**src/rtl/pmem_arbiter_pkg.sv**
```systemverilog
// rtl/pmem_arbiter_pkg.sv - shared types for the physical-memory arbiter
package pmem_arbiter_pkg;

    typedef logic [15:0]  lc3b_word;
    typedef logic [127:0] lc3b_pmem_line;

    typedef enum logic [1:0] {
        ARB_IDLE    = 2'd0,
        ARB_SERVE_I = 2'd1,
        ARB_SERVE_D = 2'd2
    } pmem_arb_state_t;

endpackage

```
**src/rtl/pmem_arbiter.sv**
```systemverilog
// rtl/pmem_arbiter.sv - single-port pmem arbiter between I-cache and D-cache
module pmem_arbiter
    import pmem_arbiter_pkg::*;
#(
    parameter int LINE_W   = 128,
    parameter int MAX_WAIT = 8
) (
    input  logic              clk,
    input  logic              reset_n,
    input  logic              icache_pmem_read,
    input  logic [15:0]       icache_pmem_address,
    output logic [LINE_W-1:0] icache_pmem_rdata,
    output logic              icache_pmem_resp,
    input  logic              dcache_pmem_read,
    input  logic              dcache_pmem_write,
    input  logic [15:0]       dcache_pmem_address,
    input  logic [LINE_W-1:0] dcache_pmem_wdata,
    output logic [LINE_W-1:0] dcache_pmem_rdata,
    output logic              dcache_pmem_resp,
    output logic              pmem_read,
    output logic              pmem_write,
    output logic [15:0]       pmem_address,
    output logic [LINE_W-1:0] pmem_wdata,
    input  logic [LINE_W-1:0] pmem_rdata,
    input  logic              pmem_resp,
    output logic [1:0]        arb_state
);

    localparam logic [7:0] WAIT_SAT = 8'(MAX_WAIT);

    pmem_arb_state_t   state, state_next;
    logic [7:0]        icache_wait;
    lc3b_word          lat_addr;
    logic [LINE_W-1:0] lat_wdata;
    logic              lat_read, lat_write;
    logic [LINE_W-1:0] i_rdata_q, d_rdata_q;
    logic              i_req, d_req, grant_i, grant_d;
    logic              i_done, d_done, serving;

    assign i_req = icache_pmem_read;
    assign d_req = dcache_pmem_read | dcache_pmem_write;

    always_comb begin
        state_next = state;
        grant_i    = 1'b0;
        grant_d    = 1'b0;
        case (state)
            ARB_IDLE: begin
                // D-cache holds the older instruction, so it wins ties unless I is starving
                if (i_req && (!d_req || icache_wait == WAIT_SAT)) begin
                    grant_i    = 1'b1;
                    state_next = ARB_SERVE_I;
                end else if (d_req) begin
                    grant_d    = 1'b1;
                    state_next = ARB_SERVE_D;
                end
            end
            ARB_SERVE_I, ARB_SERVE_D: begin
                if (pmem_resp) state_next = ARB_IDLE;
            end
            default: state_next = ARB_IDLE;
        endcase
    end

    always_ff @(posedge clk or negedge reset_n) begin
        if (!reset_n) state <= ARB_IDLE;
        else          state <= state_next;
    end

    always_ff @(posedge clk or negedge reset_n) begin
        if (!reset_n) begin
            lat_addr  <= '0;
            lat_wdata <= '0;
            lat_read  <= 1'b0;
            lat_write <= 1'b0;
        end else if (grant_i) begin
            lat_addr  <= icache_pmem_address;
            lat_wdata <= '0;
            lat_read  <= 1'b1;
            lat_write <= 1'b0;
        end else if (grant_d) begin
            lat_addr  <= dcache_pmem_address;
            lat_wdata <= dcache_pmem_wdata;
            lat_read  <= !dcache_pmem_write;
            lat_write <= dcache_pmem_write;
        end
    end

    always_ff @(posedge clk or negedge reset_n) begin
        if (!reset_n)
            icache_wait <= '0;
        else if (grant_i)
            icache_wait <= '0;
        else if (i_req && state != ARB_SERVE_I && icache_wait != WAIT_SAT)
            icache_wait <= icache_wait + 8'd1;
    end

    assign serving = (state != ARB_IDLE);
    assign i_done  = (state == ARB_SERVE_I) && pmem_resp;
    assign d_done  = (state == ARB_SERVE_D) && pmem_resp;

    // Each side keeps showing its last delivered line between transactions
    always_ff @(posedge clk or negedge reset_n) begin
        if (!reset_n) begin
            i_rdata_q <= '0;
            d_rdata_q <= '0;
        end else begin
            if (i_done) i_rdata_q <= pmem_rdata;
            if (d_done) d_rdata_q <= pmem_rdata;
        end
    end

    assign pmem_read         = serving && lat_read;
    assign pmem_write        = serving && lat_write;
    assign pmem_address      = lat_addr;
    assign pmem_wdata        = lat_wdata;
    assign icache_pmem_resp  = i_done;
    assign dcache_pmem_resp  = d_done;
    assign icache_pmem_rdata = i_done ? pmem_rdata : i_rdata_q;
    assign dcache_pmem_rdata = d_done ? pmem_rdata : d_rdata_q;
    assign arb_state         = state;

endmodule

```
**config.mk**
```make
export PLATFORM = sky130hd
export DESIGN_NAME = pmem_arbiter
export DESIGN_NICKNAME = d
export VERILOG_FILES = /design/src/rtl/pmem_arbiter_pkg.sv /design/src/rtl/pmem_arbiter.sv
export SDC_FILE = /design/constraint.sdc
export NUM_CORES = 1
export LEC_CHECK = 0
export CAP_MARGIN = 20
export CORE_AREA = 2 2 271 273
export CTS_CLUSTER_DIAMETER = 40
export DETAILED_ROUTE_END_ITERATION = 16
export DIE_AREA = 0 0 273 275
export SLEW_MARGIN = 25
export SYNTH_ARGS = -nofsm -noshare
export SYNTH_HDL_FRONTEND = slang
export SYNTH_SLANG_ARGS = --single-unit
```
**constraint.sdc**
```tcl
create_clock -name clk -period 2.6 [get_ports clk]
set_input_delay 0.52 -clock clk [delete_from_list [all_inputs] [get_ports clk]]
set_output_delay 0.52 -clock clk [all_outputs]
set_load 0.05 [all_outputs]
```
## Yosys cells after proc, flatten, opt, wreduce, memory -nomap -nowiden

Index checks and enable logic that the tools add are counted.

| word-level totals | value |
|---|---|
| bits in registers | 412 |
| input bits | 294 |
| output and inout port bits | 406 |
| word-level logic and storage cells | 54 |

| operators by class | value |
|---|---|
| $add $sub $neg | 1 |
| equal/unequal tests | 7 |
| multiplexer cells | 21 |
| bitwise operators | 1 |
| reduce and logical (&&, ||, !) cells | 16 |

Operators by type and width:

| cell | number |
|---|---|
| 2-to-1 mux 128 bit | 4 |
| 2-to-1 mux 16 bit | 2 |
| 2-to-1 mux 8 bit | 2 |
| 2-to-1 mux 1 bit | 9 |
| adder 8 x 1 -> 8 bit (second input constant) | 1 |
| == test 8 x 4 -> 1 bit (second input constant) | 1 |
| inequality test 8 x 4 -> 1 bit (second input constant) | 1 |
| logical AND 1 bit | 7 |
| 2-to-1 mux 2 bit | 3 |
| nonzero test 2 bit | 3 |
| case mux 2 bit (2 select lines) | 1 |
| inequality test 3 bit (second input constant) | 1 |
| == test 2 x 1 -> 1 bit (second input constant) | 1 |
| == test 2 bit (second input constant) | 1 |
| logical NOT 1 bit | 2 |
| logical NOT 2 bit | 1 |
| inequality test 2 x 1 -> 1 bit (second input constant) | 1 |
| inequality test 2 bit (second input constant) | 1 |
| AND reduction 2 bit | 1 |
| OR reduction 2 bit | 1 |
| logical OR 1 bit | 1 |
| bitwise OR 1 bit | 1 |

## Logic depth before layout (Yosys ltp)

Gate-level depths: netlist of the first run.

| depth | value |
|---|---|
| word-level depth | 8 |
| depth in mapped cells | 8 |
| gate-level depth less buffers | 6 |

## Worst setup path after synthesis of the first run

Ideal clock, no wire load.

| path | value |
|---|---|
| kind | register to output |
| start point | register state[0] (netlist: arb_state[0]) |
| end point | output dcache_pmem_rdata[118] |
| arrival | 2631 ps |
| required time | 2080 ps |
| setup slack | -551 ps |
| cell stages (with the launch flop) | 7 |
| path buffers | 2 |
| cells stage by stage | dfrtp_1 -> inv_1 -> ha_1 -> and2_1 -> clkbuf_1 -> clkbuf_1 -> mux2_2 |

| on the way | value |
|---|---|
| longest elaborated chain between the ends | 3 |

Ends and longest elaborated chain:

| what | line | text |
|---|---|---|
| start, declared | pmem_arbiter.sv:31 | `pmem_arb_state_t state, state_next;` |
| start signal, assigned | pmem_arbiter.sv:67 | `else state <= state_next;` |
| == test 2 bit | pmem_arbiter.sv:100 | `assign d_done = (state == ARB_SERVE_D) && pmem_resp;` |
| logical AND 1 bit | pmem_arbiter.sv:100 |  |
| named net dcache_pmem_resp | pmem_arbiter.sv:19 | `output logic dcache_pmem_resp,` |
| 2-to-1 mux 128 bit | -- |  |
| end, declared | pmem_arbiter.sv:18 | `output logic [LINE_W-1:0] dcache_pmem_rdata,` |

The timed path passes the listed nets, and every way through them passes these cells.

## Final worst setup path of the first run

| path | value |
|---|---|
| start point | register state[0] (netlist: arb_state[0]) |
| end point | output icache_pmem_rdata[17] |

| on the way | value |
|---|---|
| longest elaborated chain between the ends | 3 |

Ends and longest elaborated chain:

| what | line | text |
|---|---|---|
| == test 2 x 1 -> 1 bit | pmem_arbiter.sv:99 | `assign i_done = (state == ARB_SERVE_I) && pmem_resp;` |
| logical AND 1 bit | pmem_arbiter.sv:99 |  |
| 2-to-1 mux 128 bit | pmem_arbiter.sv:119 | `assign icache_pmem_rdata = i_done ? pmem_rdata : i_rdata_q;` |
| end, declared | pmem_arbiter.sv:12 | `output logic [LINE_W-1:0] icache_pmem_rdata,` |

Every way passes these cells.

==> results of run 1 <==
-- kinds of logic (layout without fill, tap and decap cells) --
kind of cell             Yosys count  in the layout
multiplexers                     256            256
AO/OA/AOI/OAI                    192            192
AND/OR/NAND/NOR                   84             85
buffers and inverters             77            947
adder cells (fa/ha/maj)            5              5
flip-flops                       412            412
XOR/XNOR                           5              5
-- flip-flops by register name (all words and copies together), names as in the netlist --
register,cells
d_rdata_q,128
pmem_wdata,128
icache_wait,8
i_rdata_q,128
lat_write,1
pmem_address,16
arb_state,2
lat_read,1
-- what timing repair did --
item	4_1_cts	5_1_grt
pin swaps	0	2
hold endpoints to repair	38	0
resized for setup	180	225
setup endpoints to repair	257	258
gates cloned	5	14
setup buffers	5	24
hold buffers	1	0
-- area by class of cell --
type                    count  area [um^2]  area share
clock buffers              92         2040      0.0715
clock inverters            47          671      0.0235
inverters                   7         28.8     0.00101
multi-input cells         543         5640       0.197
flip-flops and latches    412        10300       0.361
well taps                 959         1200      0.0420
repair buffers            801         8670       0.304
-- cells in the mapped netlist --
cell | number | share of area
o22ai_1 | 16 | 0.0064
inv_1 | 7 | 0.0017
and3_1 | 1 | 0.00040
dfrtp_1 | 412 | 0.66
nor2b_1 | 3 | 0.0012
a2111oi_2 | 16 | 0.015
a21oi_4 | 1 | 0.0010
buf_2 | 22 | 0.0070
a32o_1 | 1 | 0.00064
nor3_1 | 18 | 0.0057
mux2_2 | 256 | 0.18
o22a_1 | 1 | 0.00056
a21oi_1 | 5 | 0.0016
nand2b_1 | 2 | 0.00079
nor2_1 | 39 | 0.0093
nand3_1 | 3 | 0.00095
a22o_1 | 128 | 0.071
and2_1 | 1 | 0.00040
ha_1 | 5 | 0.0040
and4b_1 | 1 | 0.00064
o21ai_0 | 5 | 0.0016
clkbuf_1 | 43 | 0.010
nor3_2 | 1 | 0.00064
buf_12 | 1 | 0.0013
nand4_1 | 3 | 0.0012
xor2_1 | 5 | 0.0028
o21ai_1 | 1 | 0.00032
a32oi_1 | 2 | 0.0011
or2_2 | 1 | 0.00040
or4_4 | 1 | 0.00072
buf_6 | 2 | 0.0014
o21a_1 | 15 | 0.0072
or3_1 | 2 | 0.00079
nand2_1 | 8 | 0.0019
buf_1 | 2 | 0.00048
o2bb2ai_2 | 1 | 0.00095
-- stage by stage --
step | utilization | setup TNS, ns | cell area (um^2) | hold slack [ns]
floorplan | - | -5.85 | 15800 | 0.224
global placement | 0.326 | -21.41 | 23600 | 0.474
detailed placement | 0.326 | -30.04 | 23600 | 0.482
CTS | 0.376 | -76.97 | 27200 | 0.440
global route | 0.395 | -75.71 | 28600 | 0.474
finish | 0.395 | -48.43 | 28600 | 0.469
-- worst max-delay path, delay by kind of cell, from the launching register on --
kind | cells | cell delay, ns
adders and majority gates | 1 | 0.20
DFF | 1 | 0.38
and+or+nand+nor | 1 | 0.19
buffers and inverters | 3 | 0.56
muxes | 1 | 0.40
-- final timing paths --
kind / to / cells after the start / slack (ns)
min in group clk: i_rdata_q[46]$_DFF_PN0_ / 1 / 0.49
worst max-delay path: icache_pmem_rdata[17] / 6 / -0.28
worst max register to register: icache_wait[1]$_DFFE_PN0P_ / 5 / 0.48
max in group asynchronous: arb_state[1]$_DFFE_PN0P_ / 3 / 1.28
worst min register to register: i_rdata_q[46]$_DFF_PN0_ / 1 / 0.49
worst min-delay path: i_rdata_q[65]$_DFF_PN0_ / 2 / 0.47
-- routing by layer --
metal	part of all wire	track usage	vias up
li1	-	-	5453
met1	0.40	0.174	6373
met2	0.51	0.242	492
met3	0.064	0.0346	104
met4	0.030	0.0617	0
met5	0	0	-
==> metrics.md, run 1 <==
| Metric | Value |
|---|---|
| Cell area after synthesis | `0.0157 mm^2` |
| Diode count | `0` |
| Arrival @ worst endpoint | `2.36 ns` |
| Placed wire-length estimate | `40500 um` |
| Fmax | `347 MHz` |
| Slew headroom | `0.584` |
| Fin cells | `2861` |
| Crit. End Element | `output port` |
| Total die area | `0.0751 mm^2` |
| Gr usage total | `0.143` |
| Hold Violations, Final | `0` |
| Grt ovf | `0` |
| Kind of critical path | `reg -> out` |
| Worst-margin pin slew | `0.622 ns` |
| RSZ-0062 raised after global routing | `true` |
| CTS tree | `built` |
| FF+latch count, synth | `412` |
| Failing checks | `setup timing` |
| Worst hold-check path type | `in -> async` |
| Post-Synth Adder-Cell Area | `0.00398` |
| Die width | `273 um` |
| Max Transition Viols Final | `0` |
| Mux cell area share after synthesis | `0.183` |
| Startpoint Class | `flop` |
| CTS Buffer Depth | `3` |
| Routed WL | `59400 um` |
| H-Tree Depth | `3` |
| Die height | `275 um` |
| Synth Net Count | `1330` |
| Post-Synth Simple-Gate Area | `0.0250` |
| Vias in the first global route | `13100` |
| Starting density of the core | `0.218` |
| Drt wl/cell | `20.8 um` |
| Total CTS buffers | `75` |
| Inst Count DP | `2674` |
| DRT iter0 DRCs | `540` |
| Slowest cell on the critical path | `mux2_2` |
| Synth cell types | `36` |
| Most frequent cells in the layout | `clkdlybuf4s50_1 (437), dfrtp_1 (411), buf_6 (160), mux2_2 (130), a22o_1 (128)` |
| Core ar. | `0.0723 mm^2` |
| Initial antenna violation count | `0` |
| Fin crit period | `2.88 ns` |
| Pre-CTS WS | `-0.181 ns` |
| Final ANT Viol Nets | `0` |
| Layout cells sized above 1 | `0.411` |
| Gate Count Post-Synth | `1031` |
| Most numerous cell on the critical path | `buf_4` |
| Ys Warns | `0` |
| Period utilization | `1.11` |
| Crit Reg-Reg Startpoint | `icache_wait[5]$_DFFE_PN0P_` |
| Final worst setup slack | `-0.283 ns` |
| Pin count of the biggest net entering global routing | `69` |
| Status | `finished, violations left` |
| Final setup viols | `256` |
| Skew final | `0.0246 ns` |
| Latest clock arrival within the worst-skew pair | `0.61 ns` |
| Post-synthesis sequential area ratio | `0.655` |
| 1st-pass router iterations | `4` |
| Critical path origin | `arb_state[0]$_DFFE_PN0P_` |
| Max-cap violation count | `0` |
| XOR/XNOR share of the synthesized area | `0.00278` |
| DR vias/cell | `4.34` |
| Via count | `12400` |
| Area grow syn2layout | `81.5%` |
| Final net count | `2139` |
| Routability-driven placement congestion ratio | `0.830` |
| Commonest non-fill, non-tap cell in the layout | `clkdlybuf4s50_1` |
| CP Max Fanout | `19` |
| Data required, critical path | `2.08 ns` |
| FP Rows | `99` |
| Clk sinks | `412` |
| Main combinational cell family by area after synthesis | `multiplexers` |
| Syn_area_per_cell | `15.3 um^2` |
| PortBufs | `699` |
| Clock root cell | `clkbuf_16` |
| Fill count | `6657` |
| Critical path, cell by cell | `buf_4 > ha_4 > nand2_8 > buf_12 > mux2_2 > buf_4` |
| IO Pins | `700` |
| Slowest stage delay, CP | `0.40 ns` |
| Clock transition at path regs | `0.05 ns` |
| Global-route wire length before repair | `82200 um` |
| Synth Area in Compound Gates | `0.108` |
| DRC | `0` |
Power of run 1 is left out: the tool's default activity adds up to more than one toggle a clock period on the data nets, which glitch-free logic cannot reach.
==> run 2: changes to the inputs <==
Settings changed: GPL_TIMING_DRIVEN from default to 0.
==> run 2 against run 1 <==
  * First-iteration DRC count is 0.37% lower
  * Final area grew 5.8%
  * The flow still finishes with violations (setup timing)
  * Utilization rose by 2.3 points
  * Clock skew is 0.011 ns higher
  * Fmax down 2.6%
  * Non-clock buffer count rose by 58
  * Register-to-register slack worse by 0.30 ns
  * Sequential cell count is the same
==> metrics.md, run 2 (synthesis gave the netlist of run 1 again) <==
| Metric | Value |
|---|---|
| Status | `finished, violations left` |
| Failing checks | `setup timing` |
| Initial antenna violation count | `1 (+1)` |
| Routability-driven placement congestion ratio | `0.851 (+2.6%)` |
| Commonest non-fill, non-tap cell in the layout | `clkdlybuf4s50_1` |
| H-Tree Depth | `3 (unchanged)` |
| Vias in the first global route | `13500 (+3.6%)` |
| Clock transition at path regs | `0.05 ns (about the same)` |
| Startpoint Class | `input port` |
| Hold Violations, Final | `0 (unchanged)` |
| Clk sinks | `412 (unchanged)` |
| Slowest cell on the critical path | `clkdlybuf4s50_1` |
| Slew headroom | `0.580 (-0.00371)` |
| FP Rows | `99 (unchanged)` |
| Fill count | `6505 (-2.3%)` |
| Drt wl/cell | `21.6 um (+4.2%)` |
| Period utilization | `1.14 (+0.0295)` |
| DRC | `0 (unchanged)` |
| Maximum vdd drop | `1.06 mV` |
| CTS tree | `built` |
| Gr usage total | `0.151 (+0.00822)` |
| Global-route wire length before repair | `86500 um (+5.2%)` |
| Fmax | `338 MHz (-2.6%)` |
| Via count | `12800 (+2.9%)` |
| Area grow syn2layout | `92.0%` |
| Most frequent cells in the layout | `clkdlybuf4s50_1 (438), dfrtp_1 (411), mux2_4 (222), buf_8 (183), a22o_1 (128)` |
| Pwr Density | `1740 mW/mm^2` |
| Worst-margin pin slew | `0.627 ns (+0.00554 ns)` |
| Max-cap violation count | `0 (unchanged)` |
| Pin count of the biggest net entering global routing | `95 (+38%)` |
| Core Util, Final | `0.418 (+0.0227)` |
| Core ar. | `0.0723 mm^2 (unchanged)` |
| Max Transition Viols Final | `0 (unchanged)` |
| Clock root cell | `clkbuf_16` |
| DRT iter0 DRCs | `538 (-0.37%)` |
| Skew final | `0.0358 ns (+0.0112 ns)` |
| Fin crit period | `2.96 ns (+0.0766 ns)` |
| Crit. End Element | `output port` |
| Grt ovf | `0 (unchanged)` |
| Pre-CTS WS | `-1.87 ns (-1.69 ns)` |
| Final ANT Viol Nets | `0 (unchanged)` |
| Kind of critical path | `in -> out` |
| Pleak | `13.9 nW` |
| Arrival @ worst endpoint | `2.44 ns (+0.08 ns)` |
| Total CTS buffers | `76 (+1.3%)` |
| Slowest stage delay, CP | `0.64 ns (+0.24 ns)` |
| Routed WL | `63200 um (+6.3%)` |
| Total die area | `0.0751 mm^2 (unchanged)` |
| Layout cells sized above 1 | `0.424 (+0.0139)` |
| Die width | `273 um (unchanged)` |
| PortBufs | `699 (unchanged)` |
| RSZ-0062 raised after global routing | `true` |
| IO Pins | `700 (unchanged)` |
| DR vias/cell | `4.38 (+0.81%)` |
| CP Max Fanout | `6 (-13)` |
| CTS Buffer Depth | `3 (unchanged)` |
| Starting density of the core | `0.218 (unchanged)` |
| Die height | `275 um (unchanged)` |
| Worst hold-check path type | `in -> async` |
| 1st-pass router iterations | `4 (unchanged)` |
| Critical path, cell by cell | `clkdlybuf4s50_1 > and2_4 > buf_12 > clkbuf_16 > clkbuf_16 > mux2_4 > buf_12` |
| Placed wire-length estimate | `43500 um (+7.4%)` |
| Final net count | `2197 (+2.7%)` |
| Data required, critical path | `2.08 ns (about the same)` |
| Latest clock arrival within the worst-skew pair | `0.61 ns (about the same)` |
| Final setup viols | `256 (unchanged)` |
| Final worst setup slack | `-0.360 ns (-0.0766 ns)` |
run 2: changes by cell type in the layout (fill, tap and decap cells not counted), moves of 8 or more:
cell       before  now
buf_12         22   14
buf_2           0   22
buf_4         117   50
buf_6         160   96
buf_8          44  183
clkbuf_16      88  108
mux2_2        130   34
mux2_4        126  222
run 2: critical path: cells and delay by family:
| family | cells | cell delay, ns |
|---|---|---|
| simple gates | 1 | 0.23 |
| mux | 1 | 0.33 |
| buf+inv | 5 | 1.31 |
run 2: path summary, 6_finish.rpt:
check	slack, ns	to	startpoint	cells past startpoint
setup / recovery	-0.36	dcache_pmem_rdata[49]	pmem_resp	7
hold / removal	0.40	i_rdata_q[59]$_DFF_PN0_	reset_n	2
setup reg to reg	0.18	pmem_wdata[30]$_DFFE_PN0P_	icache_wait[5]$_DFFE_PN0P_	6
hold reg to reg	0.49	lat_write$_DFFE_PN0P_	lat_write$_DFFE_PN0P_	1
max in group asynchronous	0.74	pmem_address[5]$_DFFE_PN0P_	reset_n	5
min in group clk	0.49	lat_write$_DFFE_PN0P_	lat_write$_DFFE_PN0P_	1
run 2: final cells by class:
type                    instances  area, um^2  area share
diodes                          1        2.50   0.0000828
plain buffers                  66         822      0.0272
clock buffers                  91        2050      0.0678
clock inverters                49         621      0.0205
inverters                       7        31.3     0.00104
multi-input cells             542        5990       0.198
flip-flops and latches        412       10300       0.341
well taps                     959        1200      0.0397
repair buffers                793        9190       0.304
run 2: per-layer routing:
layer  up-vias  track usage  share of wire
met4         0       0.0638          0.036
met1      6595        0.181           0.39
li1       5547            -              -
met5         -            0              0
met2       512        0.258           0.51
met3       127       0.0397          0.066
run 2: repair_timing:
action	in CTS	in global routing
gates resized for setup	1765	694
gates cloned	12	18
hold buffers	1	0
setup buffers	14	45
endpoints found under the setup margin	504	391
endpoints found under the hold margin	42	0
pin swaps	0	2
run 2: through the flow:
| step | hold WS (ns) | area [um^2] | instances | TNS [ns] | power [mW] |
|---|---|---|---|---|---|
| after floorplan | 0.224 | 15800 | 1031 | -5.85 | 27.8 |
| after global placement | 0.471 | 24000 | 2689 | -7564.93 | 36.9 |
| after detailed placement | 0.443 | 24100 | 2694 | -526.98 | 37.1 |
| after CTS | 0.364 | 28000 | 2861 | -139.56 | 48.7 |
| after global routing | 0.413 | 30200 | 2920 | -86.98 | 54.4 |
| final | 0.404 | 30200 | 2920 | -64.86 | 52.5 |
run 2: power breakdown:
group	leakage (nW)	switching [mW]	internal, mW	total [mW]
clock	1.29	3.63	6.52	10.1
sequential	5.05	1.37	9.56	10.9
combinational	7.51	18.6	12.9	31.4
Note: power is estimated with default switching activity, not from simulation.
